File: src/rtl/i2c_bit_frame_counter_pkg.sv
// Shared state encoding, default frame geometry and sizing helper for the I2C bit/frame counter.
package i2c_bit_frame_counter_pkg;

   typedef enum logic [1:0] {
      IDLE = 2'd0,
      DATA = 2'd1,
      ACK  = 2'd2
   } i2c_state_e;

   localparam int I2C_DATA_BITS = 8;
   localparam int I2C_ACK_BITS  = 1;

   // Smallest width whose range reaches the highest bit index used in a frame.
   function automatic int i2c_min_cnt_w(input int data_bits, input int ack_bits);
      int top_idx;
      int w;
      top_idx = data_bits + ack_bits - 1;
      w = 1;
      while ((1 << w) <= top_idx) begin
         w = w + 1;
      end
      return w;
   endfunction

endpackage

File: src/rtl/i2c_bit_frame_counter_sat_counter.sv
// Saturating up-counter with synchronous clear (clear wins over increment); registered count.
// One-cycle update latency; increments arriving at the ceiling are dropped, never wrapped.
module i2c_bit_frame_counter_sat_counter #(
   parameter int W = 8
) (
   input  logic         clk,
   input  logic         rst,
   input  logic         clr,
   input  logic         inc,
   output logic [W-1:0] cnt,
   output logic         sat
);

   logic [W-1:0] cnt_q;
   logic [W-1:0] cnt_d;

   always_comb begin
      cnt_d = cnt_q;
      if (clr) begin
         cnt_d = '0;
      end else if (inc && !sat) begin
         cnt_d = cnt_q + W'(1);
      end
   end

   always_ff @(posedge clk) begin
      if (rst) begin
         cnt_q <= '0;
      end else begin
         cnt_q <= cnt_d;
      end
   end

   assign cnt = cnt_q;
   assign sat = &cnt_q;

endmodule

File: src/rtl/i2c_bit_frame_counter.sv
// Counts qualified SCL bit strobes per byte frame (data + ACK), tracks frame position and frames since START.
// All outputs registered; reg_full/frame_done pulse one clk after the completing tick. No backpressure: strobes are taken or discarded each cycle.
module i2c_bit_frame_counter
   import i2c_bit_frame_counter_pkg::*;
#(
   parameter int DATA_BITS   = I2C_DATA_BITS,
   parameter int ACK_BITS    = I2C_ACK_BITS,
   parameter int CNT_W       = 4,
   parameter int FRAME_CNT_W = 8
) (
   input  logic                   clk,
   input  logic                   rst,
   input  logic                   en,
   input  logic                   bit_tick,
   input  logic                   start_det,
   input  logic                   stop_det,
   output logic [CNT_W-1:0]       bit_cnt,
   output logic                   data_phase,
   output logic                   ack_phase,
   output logic                   reg_full,
   output logic                   frame_done,
   output logic [FRAME_CNT_W-1:0] frame_cnt,
   output logic                   busy
);

   localparam logic [CNT_W-1:0] LAST_DATA_IDX = CNT_W'(DATA_BITS - 1);
   localparam logic [CNT_W-1:0] ACK_IDX       = CNT_W'(DATA_BITS);

   i2c_state_e       state_q;
   i2c_state_e       state_d;
   logic [CNT_W-1:0] bit_cnt_q;
   logic [CNT_W-1:0] bit_cnt_d;
   logic             reg_full_q;
   logic             reg_full_d;
   logic             frame_done_q;
   logic             frame_done_d;
   logic             data_phase_q;
   logic             data_phase_d;
   logic             ack_phase_q;
   logic             ack_phase_d;
   logic             busy_q;
   logic             busy_d;

   logic tick_vld;
   logic data_last;
   logic frame_end;
   logic frame_clr;
   logic frame_inc;
   logic frame_sat;

   assign tick_vld = bit_tick & en;

   // STOP beats START beats tick; a discarded tick leaves no trace.
   always_comb begin
      state_d   = state_q;
      bit_cnt_d = bit_cnt_q;
      data_last = 1'b0;
      frame_end = 1'b0;
      frame_clr = 1'b0;
      if (stop_det) begin
         state_d   = IDLE;
         bit_cnt_d = '0;
      end else if (start_det) begin
         state_d   = DATA;
         bit_cnt_d = '0;
         frame_clr = 1'b1;
      end else if (tick_vld) begin
         case (state_q)
            DATA: begin
               if (bit_cnt_q == LAST_DATA_IDX) begin
                  data_last = 1'b1;
                  if (ACK_BITS != 0) begin
                     state_d   = ACK;
                     bit_cnt_d = ACK_IDX;
                  end else begin
                     bit_cnt_d = '0;
                     frame_end = 1'b1;
                  end
               end else begin
                  bit_cnt_d = bit_cnt_q + CNT_W'(1);
               end
            end
            ACK: begin
               state_d   = DATA;
               bit_cnt_d = '0;
               frame_end = 1'b1;
            end
            default: begin
            end
         endcase
      end
   end

   // Only a 1-bit, no-ACK frame can complete on consecutive ticks; its pulses are thinned, the count is not.
   always_comb begin
      reg_full_d   = data_last & ~reg_full_q;
      frame_done_d = frame_end & ~frame_done_q;
      frame_inc    = frame_end & ~frame_sat;
      data_phase_d = (state_d == DATA);
      ack_phase_d  = (state_d == ACK);
      busy_d       = (state_d != IDLE);
   end

   always_ff @(posedge clk) begin
      if (rst) begin
         state_q      <= IDLE;
         bit_cnt_q    <= '0;
         reg_full_q   <= 1'b0;
         frame_done_q <= 1'b0;
         data_phase_q <= 1'b0;
         ack_phase_q  <= 1'b0;
         busy_q       <= 1'b0;
      end else begin
         state_q      <= state_d;
         bit_cnt_q    <= bit_cnt_d;
         reg_full_q   <= reg_full_d;
         frame_done_q <= frame_done_d;
         data_phase_q <= data_phase_d;
         ack_phase_q  <= ack_phase_d;
         busy_q       <= busy_d;
      end
   end

   i2c_bit_frame_counter_sat_counter #(
      .W (FRAME_CNT_W)
   ) u_frame_cnt (
      .clk (clk),
      .rst (rst),
      .clr (frame_clr),
      .inc (frame_inc),
      .cnt (frame_cnt),
      .sat (frame_sat)
   );

   assign bit_cnt    = bit_cnt_q;
   assign data_phase = data_phase_q;
   assign ack_phase  = ack_phase_q;
   assign reg_full   = reg_full_q;
   assign frame_done = frame_done_q;
   assign busy       = busy_q;

endmodule

File: config.mk
export PLATFORM = sky130hd
export DESIGN_NAME = i2c_bit_frame_counter
export DESIGN_NICKNAME = d
export VERILOG_FILES = /design/src/rtl/i2c_bit_frame_counter_pkg.sv /design/src/rtl/i2c_bit_frame_counter_sat_counter.sv /design/src/rtl/i2c_bit_frame_counter.sv
export SDC_FILE = /design/constraint.sdc
export NUM_CORES = 1
export LEC_CHECK = 0
export CAP_MARGIN = 0
export CORE_MARGIN = 2
export CORE_UTILIZATION = 42
export DETAILED_ROUTE_END_ITERATION = 10
export PLACE_DENSITY = 0.76
export SYNTH_ARGS = -nofsm -noshare
export SYNTH_HDL_FRONTEND = slang
export SYNTH_SLANG_ARGS = --single-unit
File: constraint.sdc
create_clock -name clk -period 1.35 [get_ports clk]
set_input_delay 0.2025 -clock clk [delete_from_list [all_inputs] [get_ports clk]]
set_output_delay 0.2025 -clock clk [all_outputs]
set_load 0.05 [all_outputs]
* Yosys cells after proc, flatten, opt, wreduce, memory -nomap -nowiden
Cells that the tools add are included.
W data, S select, Z words.
** Word-level totals
- Output and inout bits :: 17
- Input bits :: 6
- Flip-flop bits (word level) :: 19
** Cells by class
- Bitwise operators :: 7
- Reduce and logical (&&, ||, !) cells :: 8
- Equality and inequality tests :: 5
- Muxes and demuxes :: 18
- Add/subtract/negate cells :: 2
** Operators with widths (number)
- $mux W1 :: 11
- $add A8 B1 Y8 const B :: 1
- $mux W2 :: 4
- $pmux W4 S2 :: 1
- $reduce_and A8 Y1 :: 1
- $add A4 B1 Y4 const B :: 1
- $and A1 B1 Y1 :: 4
- $eq A2 B1 Y1 const B :: 2
- $eq A2 B2 Y1 const B :: 2
- $eq A4 B3 Y1 const B :: 1
- $mux W4 :: 1
- $pmux W2 S2 :: 1
- $reduce_bool A2 Y1 :: 2
- $not A1 Y1 :: 3
- $reduce_or A3 Y1 :: 1
- $reduce_and A2 Y1 :: 1
- $reduce_or A2 Y1 :: 1
- $logic_and A1 B1 Y1 :: 1
- $logic_not A1 Y1 :: 1

* Longest topological paths before layout
Gate-level depths: netlist of run 1.
- Word-level depth :: 7
- Mapped depth :: 7
- Mapped depth without buffers :: 6

* Cells and area by module
Synthesis of run 1 repeated with hierarchy kept, for this count alone.
** Unflattened totals
- Cells, all modules :: 101
- Area total of the unflattened synthesis :: 929.6 um^2
** Modules (own cells, without submodules)
- i2c_bit_frame_counter :: times used 1, area each 504.2 um^2, cells an instance 56
- i2c_bit_frame_counter_sat_counter :: times used 1, area each 425.4 um^2, cells an instance 45

* Worst setup path after synthesis of run 1
Ideal clock, no wire load.
- Path kind :: reg2reg
- Start point :: register u_frame_cnt.cnt_q[0] (netlist: u_frame_cnt.cnt[0])
- End point :: register u_frame_cnt.cnt_q[1] (netlist: u_frame_cnt.cnt[1])
- Path slack :: -393 ps
- Buffers on the path :: 0
- Arrival :: 1627 ps
- Cell stages (with the launch flop) :: 6
- Cells stage by stage :: dfxtp_1 > ha_1 > nand3_1 > o211ai_4 > mux2i_1 > nor2_1
** Between the ends
- Longest elaborated chain between the ends :: 4
- Elaborated cells on any way between the ends :: 6
- Those cells by class :: 1 x add/sub; 2 x bitwise; 3 x reduce/logical
** Ends and longest elaborated chain
- from (decl) :: RTL line i2c_bit_frame_counter_sat_counter.sv:14 : logic [W-1:0] cnt_q;
- from (signal assigned) :: RTL line i2c_bit_frame_counter_sat_counter.sv:30 : cnt_q <= cnt_d;
- parallel branches: the longest is 4 deep, another holds $add A8 B1 Y8
Several ways; the timed one is not identified.
A chain may end at the register's enable or synchronous reset.

* Worst setup path in the final report of run 1
- Start point :: register state_q[0]
- End point :: register bit_cnt_q[2] (netlist: bit_cnt[2])
** Between the ends
- Longest elaborated chain between the ends :: 3
- Elaborated cells on any way between the ends :: 5
- Those cells by class :: 2 x eq/ne; 1 x mux; 2 x reduce/logical
** Ends and longest elaborated chain
- from (decl) :: RTL line i2c_bit_frame_counter.sv:29 : i2c_state_e state_q;
- from (signal assigned) :: RTL line i2c_bit_frame_counter.sv:114 : state_q <= state_d;
- $eq A2 B1 Y1 / $eq A2 B2 Y1 (equally long branches) :: RTL line i2c_bit_frame_counter.sv:68 : case (state_q)
- $reduce_bool A2 Y1 (no line)
- $reduce_and A2 Y1 (no line)
- to (signal assigned) :: RTL line i2c_bit_frame_counter.sv:115 : bit_cnt_q <= bit_cnt_d;
- to (decl) :: RTL line i2c_bit_frame_counter.sv:31 : logic [CNT_W-1:0] bit_cnt_q;
Parallel ways exist; a longest one is shown, timed or not.

==> impl_metrics.json, run 1 <==
{
  "status": "complete, but fails checks",
  "violations": "negative setup slack",
  "syn_area_um2": 901,
  "maxSlewViolCount": 0,
  "die_x_um": 50.3,
  "cts_tree": "built",
  "finClkSkew_ps": 2.46,
  "ir_worst_vdd_uv": 529,
  "worstHoldPathType": "input pin to register",
  "antenna_left": 0,
  "setup_slack_ps": -268,
  "yosysTopAreaCell": "dfxtp_1",
  "synth_ff_type": "dfxtp_1",
  "place.gp.congestion": 0.811,
  "root_buffer": "clkbuf_4",
  "power.static_leakage_nw": 0.618,
  "syn_nets": 106,
  "vias_per_cell": 5.48,
  "grt.overflow.total": 0,
  "end_kind": "register",
  "synth.yosys.seq_area_share_pct": 42.2,
  "pwr-share-clk_pct": 30.5,
  "drtIter0Drc": 5,
  "die_y_um": 50.3,
  "clkLatencyLatePin_ps": 300,
  "timing.final.crit_share_pct": 120,
  "async_flop_share_pct": 0,
  "grt_antenna_before_repair": 0,
  "ioPinCount": 23,
  "cellPowerDensity_nw_per_um2": 569,
  "net-switching-power_w": 0.000236,
  "tightest_slew_ps": 273,
  "fin_crit_ps": 1620,
  "p_sw_share_pct": 24.5,
  "grt_pass1_wl_um": 4400,
  "start_kind": "register",
  "hold_violations": 0,
  "yosysWarnings": 0,
  "htree_levels": 1,
  "pwr-share-seq_pct": 58.0,
  "power.total_w": 0.000964,
  "yosysMostFrequentCell": "dfxtp_1",
  "power.internal_w": 0.000728,
  "synth_edf_count": 0,
  "required_ps": 1590,
  "maxCapViolCount": 0,
  "postSynthRegisterBits": 19,
  "start_util_pct": 45.0,
  "first_pass_iters": 4,
  "rsz0062_at_grt": "true",
  "fin_util_pct": 84.6,
  "area_growth_pct": 88.1,
  "routed_wl_um": 2690,
  "place_hpwl_um": 1730,
  "yosysTopAreaCellShare_pct": 42.2,
  "route.detailed.drc": 0,
  "path_class": "register to register",
  "wl_per_cell_um": 15.6,
  "grt_pass1_vias": 1032,
  "worstPathMaxFanout": 5,
  "io_buffers": 22,
  "drive_gt1_share_pct": 57.2,
  "grt_util_all_layers_pct": 22.8,
  "grt_max_degree": 11,
  "dieArea_um2": 2530,
  "slew_headroom_pct": 81.7,
  "fin_nets": 156,
  "cts-buffers-inserted": 3,
  "core_area_um2": 2000,
  "setup_viol": 16,
  "ys_types": 35,
  "fmax_mhz": 618,
  "diodes": 0,
  "clock-sinks": 19,
  "syn_inst": 96,
  "num_vias": 942,
  "power_frac_comb_pct": 11.5,
  "fillers": 113,
  "clk_path_buf_depth": 2,
  "synthTopCellsByArea": "dfxtp_1 42%, a21oi_1 5.6%, ha_1 5.6%",
  "synth_commonest_cells": "19 x dfxtp_1, 10 x a21oi_1, 10 x nor2_1, 6 x o21ai_0, 5 x nand3_1",
  "path_clk_slew_ps": 110,
  "rows": 16,
  "critPathArrivalTime_ps": 1860,
  "avgSynthCellArea_um2": 9.38
}
## worst paths after layout
check                                   to  depth (start not counted)  slack [ps]       start
worst max-delay path            bit_cnt[2]                          5        -270  state_q[0]
worst min-delay path              reg_full                          3         380          en
worst max register to register  bit_cnt[2]                          5        -270  state_q[0]
worst min register to register  frame_done                          1         490  frame_done
## layer usage
layer / wire length (um) / share of wire (%) / up-vias / track usage [%]
li1: - / - / 453 / -
met4: 71 / 2.6 / 0 / 14.0
met2: 1430 / 53 / 26 / 38.8
met3: 105 / 3.9 / 6 / 5.06
met5: 0 / 0 / - / 0
met1: 1090 / 40 / 457 / 25.9
## cells by family (layout without fill, tap and decap cells)
logic type / after synthesis / count (layout) / share of synthesized area, %
AO/OA/AOI/OAI: 26 / 26 / 20.4
XOR/XNOR: 2 / 2 / 1.94
adder cells (fa/ha/maj): 4 / 4 / 5.56
buffers and inverters: 6 / 55 / 3.05
flip-flops: 19 / 19 / 42.2
multiplexers: 1 / 1 / 1.11
AND/OR/NAND/NOR: 38 / 38 / 25.7
## power groups by stage
stage	clock network (W)	registers, W	logic (W)
floorplan	0	0.000583	0.0000279
global placement	0	0.000572	0.0000924
detailed placement	0	0.000572	0.0000947
CTS	0.000289	0.000559	0.000102
global route	0.000329	0.000560	0.000118
finish	0.000294	0.000559	0.000111
## sequential cells by signal (all words and copies together), names as in the netlist
signal,cells
state_q,2
data_phase,1
bit_cnt,4
u_frame_cnt.cnt,8
busy,1
ack_phase,1
frame_done,1
reg_full,1
## critical path: stages (launching register included)
cell and delay, ps:
dfxtp_2 360, inv_2 50, ha_4 210, nand3b_1 250, or4b_4 580, a21oi_2 120
## metrics by stage
step / instance area, um2 / hold slack (ps) / setup WS [ps] / std cells / setup TNS (ps)
final: 1690 / 379 / -268 / 172 / -2250
after global routing: 1690 / 394 / -372 / 172 / -3500
after CTS: 1640 / 357 / -219 / 171 / -1900
after detailed placement: 1530 / 476 / -403 / 163 / -4670
after global placement: 1530 / 474 / -358 / 163 / -4110
after floorplan: 978 / 267 / -81.3 / 96 / -244
## cell type report
cell class | instances | area (um2) | area share (%)
Tap cell | 27 | 33.8 | 1.99
Timing Repair Buffer | 47 | 584 | 34.5
Inverter | 4 | 15.0 | 0.886
Clock buffer | 4 | 26.3 | 1.55
Multi-Input combinational cell | 71 | 624 | 36.9
Sequential cell | 19 | 410 | 24.2
## timing repair
item                       4_1_cts  5_1_grt
setup buffers                    4        2
pin swaps                        9        9
setup endpoints to repair       16       18
gates resized for setup         10       10
hold buffers                     0        0
## layout by cell type, fill, tap and decap left out, drive strengths merged, types with 2 or more instances in the layout
cell and n:
dfxtp 19, nand3b 2, nor3b 3, nand3 5, a21oi 10, ha 4
clkdlybuf4s50 4, nor2 10, nor4b 2, clkbuf 4, or3 5, nand2 3
o21ai 6, inv 4, buf 42, xor2 2
Note: power is estimated with default switching activity, not from simulation.
==> run 2, diff against run 1 <==
Settings changed: SKIP_LAST_GASP set to 1.
==> results of run 2 <==
Final layout, timing and power as in run 1 (identical DEF).
Main changes from that run: via count of the first global-routing pass 1032 -> 1034
